<file path="src/rtl/anti_theft_timer_if.sv">
// anti_theft_timer_if: groups the command, programming and status signals of
// the anti-theft countdown timer.
//   master: drives start_timer/interval and the table write port, observes expired/busy/time_left
//   slave : the timer itself
interface anti_theft_timer_if;
  logic       start_timer;
  logic [1:0] interval;
  logic       prog_we;
  logic [1:0] prog_sel;
  logic [3:0] prog_value;
  logic       expired;
  logic       busy;
  logic [3:0] time_left;

  modport master (
    output start_timer, interval, prog_we, prog_sel, prog_value,
    input  expired, busy, time_left
  );

  modport slave (
    input  start_timer, interval, prog_we, prog_sel, prog_value,
    output expired, busy, time_left
  );
endinterface

</file>
<file path="src/rtl/anti_theft_timer.sv">
// anti_theft_timer: programmable seconds countdown (arm delay / driver / passenger / alarm-on).
// Latency: expired pulses one cycle after edge start+N*TICK_CYCLES (N=0: after edge start+1).
// Backpressure: none; start_timer always accepted and restarts any running countdown.
//
// Ports:
//   clk, reset          - single rising-edge clock, synchronous active-high reset
//   bus (slave modport) - start_timer/interval command, prog_we/prog_sel/prog_value
//                         table write, expired pulse, busy/time_left status
// Optional feature: define ANTI_THEFT_TIMER_STATUS_EN to drive busy/time_left;
// otherwise both outputs are tied to 0 and expired timing is unchanged.
module anti_theft_timer #(
  parameter int         TICK_CYCLES   = 50_000_000,
  parameter logic [3:0] DEF_ARM_DELAY = 4'd6,
  parameter logic [3:0] DEF_DRIVER    = 4'd8,
  parameter logic [3:0] DEF_PASS      = 4'd15,
  parameter logic [3:0] DEF_ALARM_ON  = 4'd10
) (
  input logic              clk,
  input logic              reset,
  anti_theft_timer_if.slave bus
);

  localparam int PW = (TICK_CYCLES > 1) ? $clog2(TICK_CYCLES) : 1;
  localparam logic [PW-1:0] PRE_MAX = PW'(TICK_CYCLES - 1);

  typedef enum logic {IDLE, RUN} state_t;

  state_t        state_q, state_d;
  logic [PW-1:0] pre_q, pre_d;
  logic [3:0]    sec_q, sec_d;
  logic          exp_q, exp_d;
  logic [3:0]    time_tbl [4];

  // Table write port. The countdown load below reads the pre-edge contents,
  // so a same-edge write to the selected slot only affects later starts.
  always_ff @(posedge clk) begin
    if (reset) begin
      time_tbl[0] <= DEF_ARM_DELAY;
      time_tbl[1] <= DEF_DRIVER;
      time_tbl[2] <= DEF_PASS;
      time_tbl[3] <= DEF_ALARM_ON;
    end else if (bus.prog_we) begin
      time_tbl[bus.prog_sel] <= bus.prog_value;
    end
  end

  always_ff @(posedge clk) begin
    if (reset) begin
      state_q <= IDLE;
      pre_q   <= '0;
      sec_q   <= '0;
      exp_q   <= 1'b0;
    end else begin
      state_q <= state_d;
      pre_q   <= pre_d;
      sec_q   <= sec_d;
      exp_q   <= exp_d;
    end
  end

  always_comb begin
    state_d = state_q;
    pre_d   = pre_q;
    sec_d   = sec_q;
    exp_d   = 1'b0;
    // A start always wins, including over a terminal tick of the old run,
    // so an aborted run never produces a pulse.
    if (bus.start_timer) begin
      state_d = RUN;
      sec_d   = time_tbl[bus.interval];
      pre_d   = '0;
    end else begin
      case (state_q)
        IDLE: begin
          pre_d = '0;
        end
        RUN: begin
          if (sec_q == 4'd0) begin
            // Zero-length interval: finish on the first edge after the start.
            state_d = IDLE;
            exp_d   = 1'b1;
            pre_d   = '0;
          end else if (pre_q == PRE_MAX) begin
            pre_d = '0;
            sec_d = sec_q - 4'd1;
            if (sec_q == 4'd1) begin
              state_d = IDLE;
              exp_d   = 1'b1;
            end
          end else begin
            pre_d = pre_q + 1'b1;
          end
        end
        default: begin
          state_d = IDLE;
          pre_d   = '0;
        end
      endcase
    end
  end

  assign bus.expired = exp_q;

`ifdef ANTI_THEFT_TIMER_STATUS_EN
  // state_q is a flop, so busy is a registered status bit.
  assign bus.busy      = (state_q == RUN);
  assign bus.time_left = (state_q == RUN) ? sec_q : 4'd0;
`else
  assign bus.busy      = 1'b0;
  assign bus.time_left = 4'd0;
`endif

endmodule
</file>
<file path="src/flat_wrapper.sv">
// flat-port wrapper written by rule: the top's interface ports become plain ports
module anti_theft_timer_flat 
#(
  parameter int         TICK_CYCLES   = 50_000_000,
  parameter logic [3:0] DEF_ARM_DELAY = 4'd6,
  parameter logic [3:0] DEF_DRIVER    = 4'd8,
  parameter logic [3:0] DEF_PASS      = 4'd15,
  parameter logic [3:0] DEF_ALARM_ON  = 4'd10
)
  (clk, reset, bus_start_timer, bus_interval, bus_prog_we, bus_prog_sel, bus_prog_value, bus_expired, bus_busy, bus_time_left);
  anti_theft_timer_if bus_i ();
  input logic clk;
  input logic reset;
  input wire logic [$bits(bus_i.start_timer)-1:0] bus_start_timer;
  input wire logic [$bits(bus_i.interval)-1:0] bus_interval;
  input wire logic [$bits(bus_i.prog_we)-1:0] bus_prog_we;
  input wire logic [$bits(bus_i.prog_sel)-1:0] bus_prog_sel;
  input wire logic [$bits(bus_i.prog_value)-1:0] bus_prog_value;
  output wire logic [$bits(bus_i.expired)-1:0] bus_expired;
  output wire logic [$bits(bus_i.busy)-1:0] bus_busy;
  output wire logic [$bits(bus_i.time_left)-1:0] bus_time_left;
  assign bus_i.start_timer = bus_start_timer;
  assign bus_i.interval = bus_interval;
  assign bus_i.prog_we = bus_prog_we;
  assign bus_i.prog_sel = bus_prog_sel;
  assign bus_i.prog_value = bus_prog_value;
  assign bus_expired = bus_i.expired;
  assign bus_busy = bus_i.busy;
  assign bus_time_left = bus_i.time_left;
  anti_theft_timer #(.TICK_CYCLES(TICK_CYCLES), .DEF_ARM_DELAY(DEF_ARM_DELAY), .DEF_DRIVER(DEF_DRIVER), .DEF_PASS(DEF_PASS), .DEF_ALARM_ON(DEF_ALARM_ON)) u_core (.clk(clk), .reset(reset), .bus(bus_i));
endmodule
</file>
<file path="config.mk">
export PLATFORM = sky130hd
export DESIGN_NAME = anti_theft_timer_flat
export DESIGN_NICKNAME = d
export VERILOG_FILES = /design/src/rtl/anti_theft_timer_if.sv /design/src/rtl/anti_theft_timer.sv /design/src/flat_wrapper.sv
export SDC_FILE = /design/constraint.sdc
export NUM_CORES = 1
export LEC_CHECK = 0
export ABC_AREA = 1
export CAP_MARGIN = 40
export CORE_ASPECT_RATIO = 2
export CORE_MARGIN = 3
export CORE_UTILIZATION = 53
export DETAILED_ROUTE_END_ITERATION = 12
export GPL_ROUTABILITY_DRIVEN = 1
export PLACE_DENSITY = 0.73
export SLEW_MARGIN = 10
export SYNTH_ARGS = -nofsm -noshare
export SYNTH_HDL_FRONTEND = slang
export SYNTH_SLANG_ARGS = --single-unit
</file>
<file path="constraint.sdc">
create_clock -name clk -period 1.8 [get_ports clk]
set_clock_uncertainty 0.15 [all_clocks]
set_input_delay 0.54 -clock clk [delete_from_list [all_inputs] [get_ports clk]]
set_output_delay 0.54 -clock clk [all_outputs]
set_load 0.005 [all_outputs]
</file>
# Yosys cells after proc, flatten, opt, wreduce, memory -nomap -nowiden

Memories as Yosys holds them, arrays and structs flattened.
Cells that the tools add are included.
W data, S select, Z words.

Multiplexer cells: 23
Bitwise logic cells: 1
Equality and inequality tests: 3
$add $sub $neg: 2
Reductions and logical operators: 7

Operator list:

| kind                    | count |
|---|---|
| $mux W26                | 2 |
| $pmux W26 S2            | 1 |
| $add A26 B1 Y26 const B | 1 |
| $eq A26 B26 Y1 const B  | 1 |
| $mux W4                 | 5 |
| $mux W1                 | 14 |
| $eq A4 B1 Y1 const B    | 1 |
| $logic_not A4 Y1        | 1 |
| $reduce_bool A2 Y1      | 2 |
| $reduce_or A4 Y1        | 1 |
| $sub A4 B1 Y4 const B   | 1 |
| $reduce_and A3 Y1       | 1 |
| $reduce_or A3 Y1        | 1 |
| $mux W2                 | 1 |
| $ne A2 B2 Y1 const B    | 1 |
| $reduce_or A2 Y1        | 1 |
| $not A1 Y1              | 1 |

Memory bits (writable): 16
Output and inout bits: 6
Logic and storage cells: 41
Register bits: 32
Memories kept: 1

Memory list:

| memory          | words | width | read ports | clocked after Yosys merged registers in | wr ports | RTL line               | RTL |
|---|---|---|---|---|---|---|---|
| u_core.time_tbl | 4     | 4     | 1          | 0                                       | 4        | anti_theft_timer.sv:32 | `logic [3:0] time_tbl [4];` |

# Longest topological paths before layout

Word-level depth: 6
Mapped depth: 10
Depth with buffers taken out: 10

# Least setup slack after synthesis

Ideal clock, no wire load.

Path kind: input to register
Start point: in bus_prog_we
End point: mem u_core.time_tbl[2][0] (enable)
Buffers on the path: 0
Setup time: 361 ps
Data required time: 1289 ps
Setup slack: -41 ps
Stages on the path: 6
Arrival time: 1329 ps
Cell sequence: inv_1 nor2_1 inv_1 nor2_1 inv_1 o21ai_0

RTL lines:

| what            | RTL line               | RTL |
|---|---|---|
| start, declared | flat_wrapper.sv:16     | `input wire logic [$bits(bus_i.prog_we)-1:0] bus_prog_we;` |
| end, declared   | anti_theft_timer.sv:32 |  |

==> results.sh <==
export IMPL_port_buffers=12
export IMPL_dp_hpwl_um=4730
export IMPL_synth_top_family_by_area="simple AND/OR/NAND/NOR gates"
export IMPL_cts_buffers=5
export IMPL_reg2reg_depth=9
export IMPL_dieArea_um2=5830
export IMPL_synth_area_top_cells="dfxtp_1 (25%), edfxtp_1 (18%), nand2_1 (12%)"
export IMPL_synth_fa_ha_area_frac=0.0144
export IMPL_reg2reg_from="u_core.pre_q[1]"
export IMPL_cp_required_ns=1.68
export IMPL_post_drt_via_cell_ratio=5.05
export IMPL_synthMuxAreaShare=0
export IMPL_yosys_warnings=0
export IMPL_yosys_area_top_type="dfxtp_1"
export IMPL_crit_start="bus_prog_sel[0]"
export IMPL_core_area_um2=4690
export IMPL_grt_pass1_vias=2361
export IMPL_p_total_uw=2100
export IMPL_clock_path_buffers=2
export IMPL_die_y_um=105
export IMPL_grt_overflow=0
export IMPL_nFillCells=426
export IMPL_clockRootBuffer="clkbuf_8"
export IMPL_synth_top_cell_area_share=0.246
export IMPL_min_period_over_period=0.934
export IMPL_async_flop_share=0
export IMPL_dpl_cell_count=447
export IMPL_grt_max_degree=27
export IMPL_synth_compound_area_share=0.0640
export IMPL_syn2layout_area_growth_pct=20.1
export IMPL_synthCells=356
export IMPL_ant_nets=0
export IMPL_worst_slack_ns=0.118
export IMPL_layout_common_cells="nand2_1 (81), nor2_1 (63), inv_1 (44)"
export IMPL_r2r_setup_slack_ns=0.16
export IMPL_path_clk_slew_ns=0.09
export IMPL_dr_pass1_iters=4
export IMPL_die_w_um=55.5
export IMPL_syn_avg_cell_area_um2=7.30
export IMPL_hold_slack_ns=0.330
export IMPL_synth_edf_count=16
export IMPL_finalWirelength_um=6020
export IMPL_initial_core_util=0.555
export IMPL_grt_pass1_wl_um=10000
export IMPL_synth_simple_area_share=0.353
export IMPL_syn_area_um2=2600
export IMPL_gp_congestion=0.990
export IMPL_leakage_uw=0.00122
export IMPL_multi_input_area_um2=1270
export IMPL_drc=0
export IMPL_fmax_mhz=595
export IMPL_yosysSeqAreaShare=0.431
export IMPL_drive_gt1_frac=0.177
export IMPL_synthFlopType="dfxtp_1"
export IMPL_whs_endpoint="u_core.pre_q[22]"
export IMPL_whs_path_depth=2
export IMPL_crit_path_start_kind="input port"
export IMPL_reg2reg_to="u_core.pre_q[14]"
export IMPL_final_common_cell="nand2_1"
export IMPL_setup_tns_ns=0
export IMPL_finalHoldViolations=0
export IMPL_clk_latency_ns=0.30
export IMPL_maxSlewViolCount=0
export IMPL_dp_slack_ns=-0.468
export IMPL_crit_arrival_ns=1.57
export IMPL_num_vias=2307
export IMPL_seqCellArea_um2=1120
export IMPL_holdCritStartpoint="u_core.pre_q[22]"
export IMPL_grt_antenna_before_repair=0
export IMPL_num_rows=35
export IMPL_endpoint_kind="flip-flop"
export IMPL_wl_per_cell_um=13.2
export IMPL_status="complete, no violations"
export IMPL_instances_no_fill=457
export IMPL_vdd_drop_max_mv=0.523
export IMPL_clock_sinks=48
export IMPL_insertedDiodeCount=0
export IMPL_p_per_area_nw_per_um2=671
export IMPL_setup_viol=0
export IMPL_synthDistinctLibCells=32
export IMPL_fin_crit_ns=1.68
export IMPL_fin_nets=416
export IMPL_min_delay_path_class="flip-flop to flip-flop"
export IMPL_cts_hold_buf=0
export IMPL_tritoncts="done"
export IMPL_grt_usage=0.222
export IMPL_ys_ff_latch=48
export IMPL_worstPathMaxFanout=4
export IMPL_first_iter_violations=65
export IMPL_synth_xor_xnor_area_share=0.0371
export IMPL_num_io_pins=18
export IMPL_worst_setup_path_type="input port to flip-flop"
export IMPL_htree_levels=2
export IMPL_max_cap_violations=0
export IMPL_rsz0062_at_grt="false"
[cells by family after synthesis]
family | count (synthesis)
buffers and inverters | 59
AOI/OAI and AO/OA | 32
and+or+nand+nor | 202
DFF | 48
xor gates and xnor gates | 11
other | 1
adders and majority gates | 3
[metrics by stage]
step                      instance area [um^2]   util
after floorplan                           2620      -
after global placement                    2970  0.633
after detailed placement                  2970  0.633
after CTS                                 3080  0.658
after global routing                      3120  0.666
final                                     3120  0.666
[where the power goes]
group	total [uW]	internal (uW)	switching [uW]	leakage (uW)
Clock	682	311	370	0.0000434
Sequential	1180	1160	15.7	0.000416
Combinational	236	110	126	0.000762
Total	2100	1580	512	0.00122
[sequential cells by signal (all words and copies together), names as in the netlist]
name / cells
u_core.pre_q: 26
u_core.time_tbl: 16
u_core.sec_q: 4
u_core.bus.expired: 1
u_core.state_q: 1
[worst max path at each step]
stage / slack, ns / cells after the start / end
floorplan: 0.03 / 8 / u_core.time_tbl[0][0]
global placement: -0.41 / 9 / u_core.time_tbl[0][3]
detailed placement: -0.47 / 9 / u_core.time_tbl[0][3]
CTS: -0.002 / 8 / u_core.time_tbl[1][0]
global route: 0.008 / 8 / u_core.sec_q[2]
finish: 0.12 / 5 / u_core.time_tbl[3][1]
[cells in the mapped netlist, types with 2 or more instances]
cell,instances
inv_2,3
o21ai_0,12
nor3_1,7
nor2_2,3
ha_1,3
nand4_1,7
nand3_2,3
buf_6,2
nand3_1,13
buf_4,5
xor2_1,9
xnor2_1,2
a21oi_1,17
nor2_4,4
nand2_2,4
nand2_1,83
dfxtp_1,32
nor2_1,68
inv_1,47
nand3b_1,5
edfxtp_1,16
[layer usage]
metal / up-vias / global-route usage / wire length (um)
met5: - / 0 / 0
met4: 0 / 0.155 / 389
met3: 26 / 0.0260 / 158
met2: 54 / 0.442 / 3490
met1: 1033 / 0.190 / 1970
li1: 1194 / - / -
[critical path, stage by stage]
cell	delay (ns)
clkdlybuf4s50_1	0.55
nor2_4	0.06
buf_4	0.13
a211oi_2	0.13
buf_4	0.16
[cell type report]
type / instances / area share
multi-input cells: 253 / 0.408
flip-flops and latches: 48 / 0.359
repair buffers: 43 / 0.119
inverters: 50 / 0.0601
clock buffers: 6 / 0.0265
well taps: 55 / 0.0220
clock inverters: 2 / 0.00481
[what timing repair did]
action,CTS,global route
pin swaps,0,1
setup endpoints to repair,25,55
setup buffers,1,2
gates resized for setup,9,10
(Power assumes the default switching activity.)
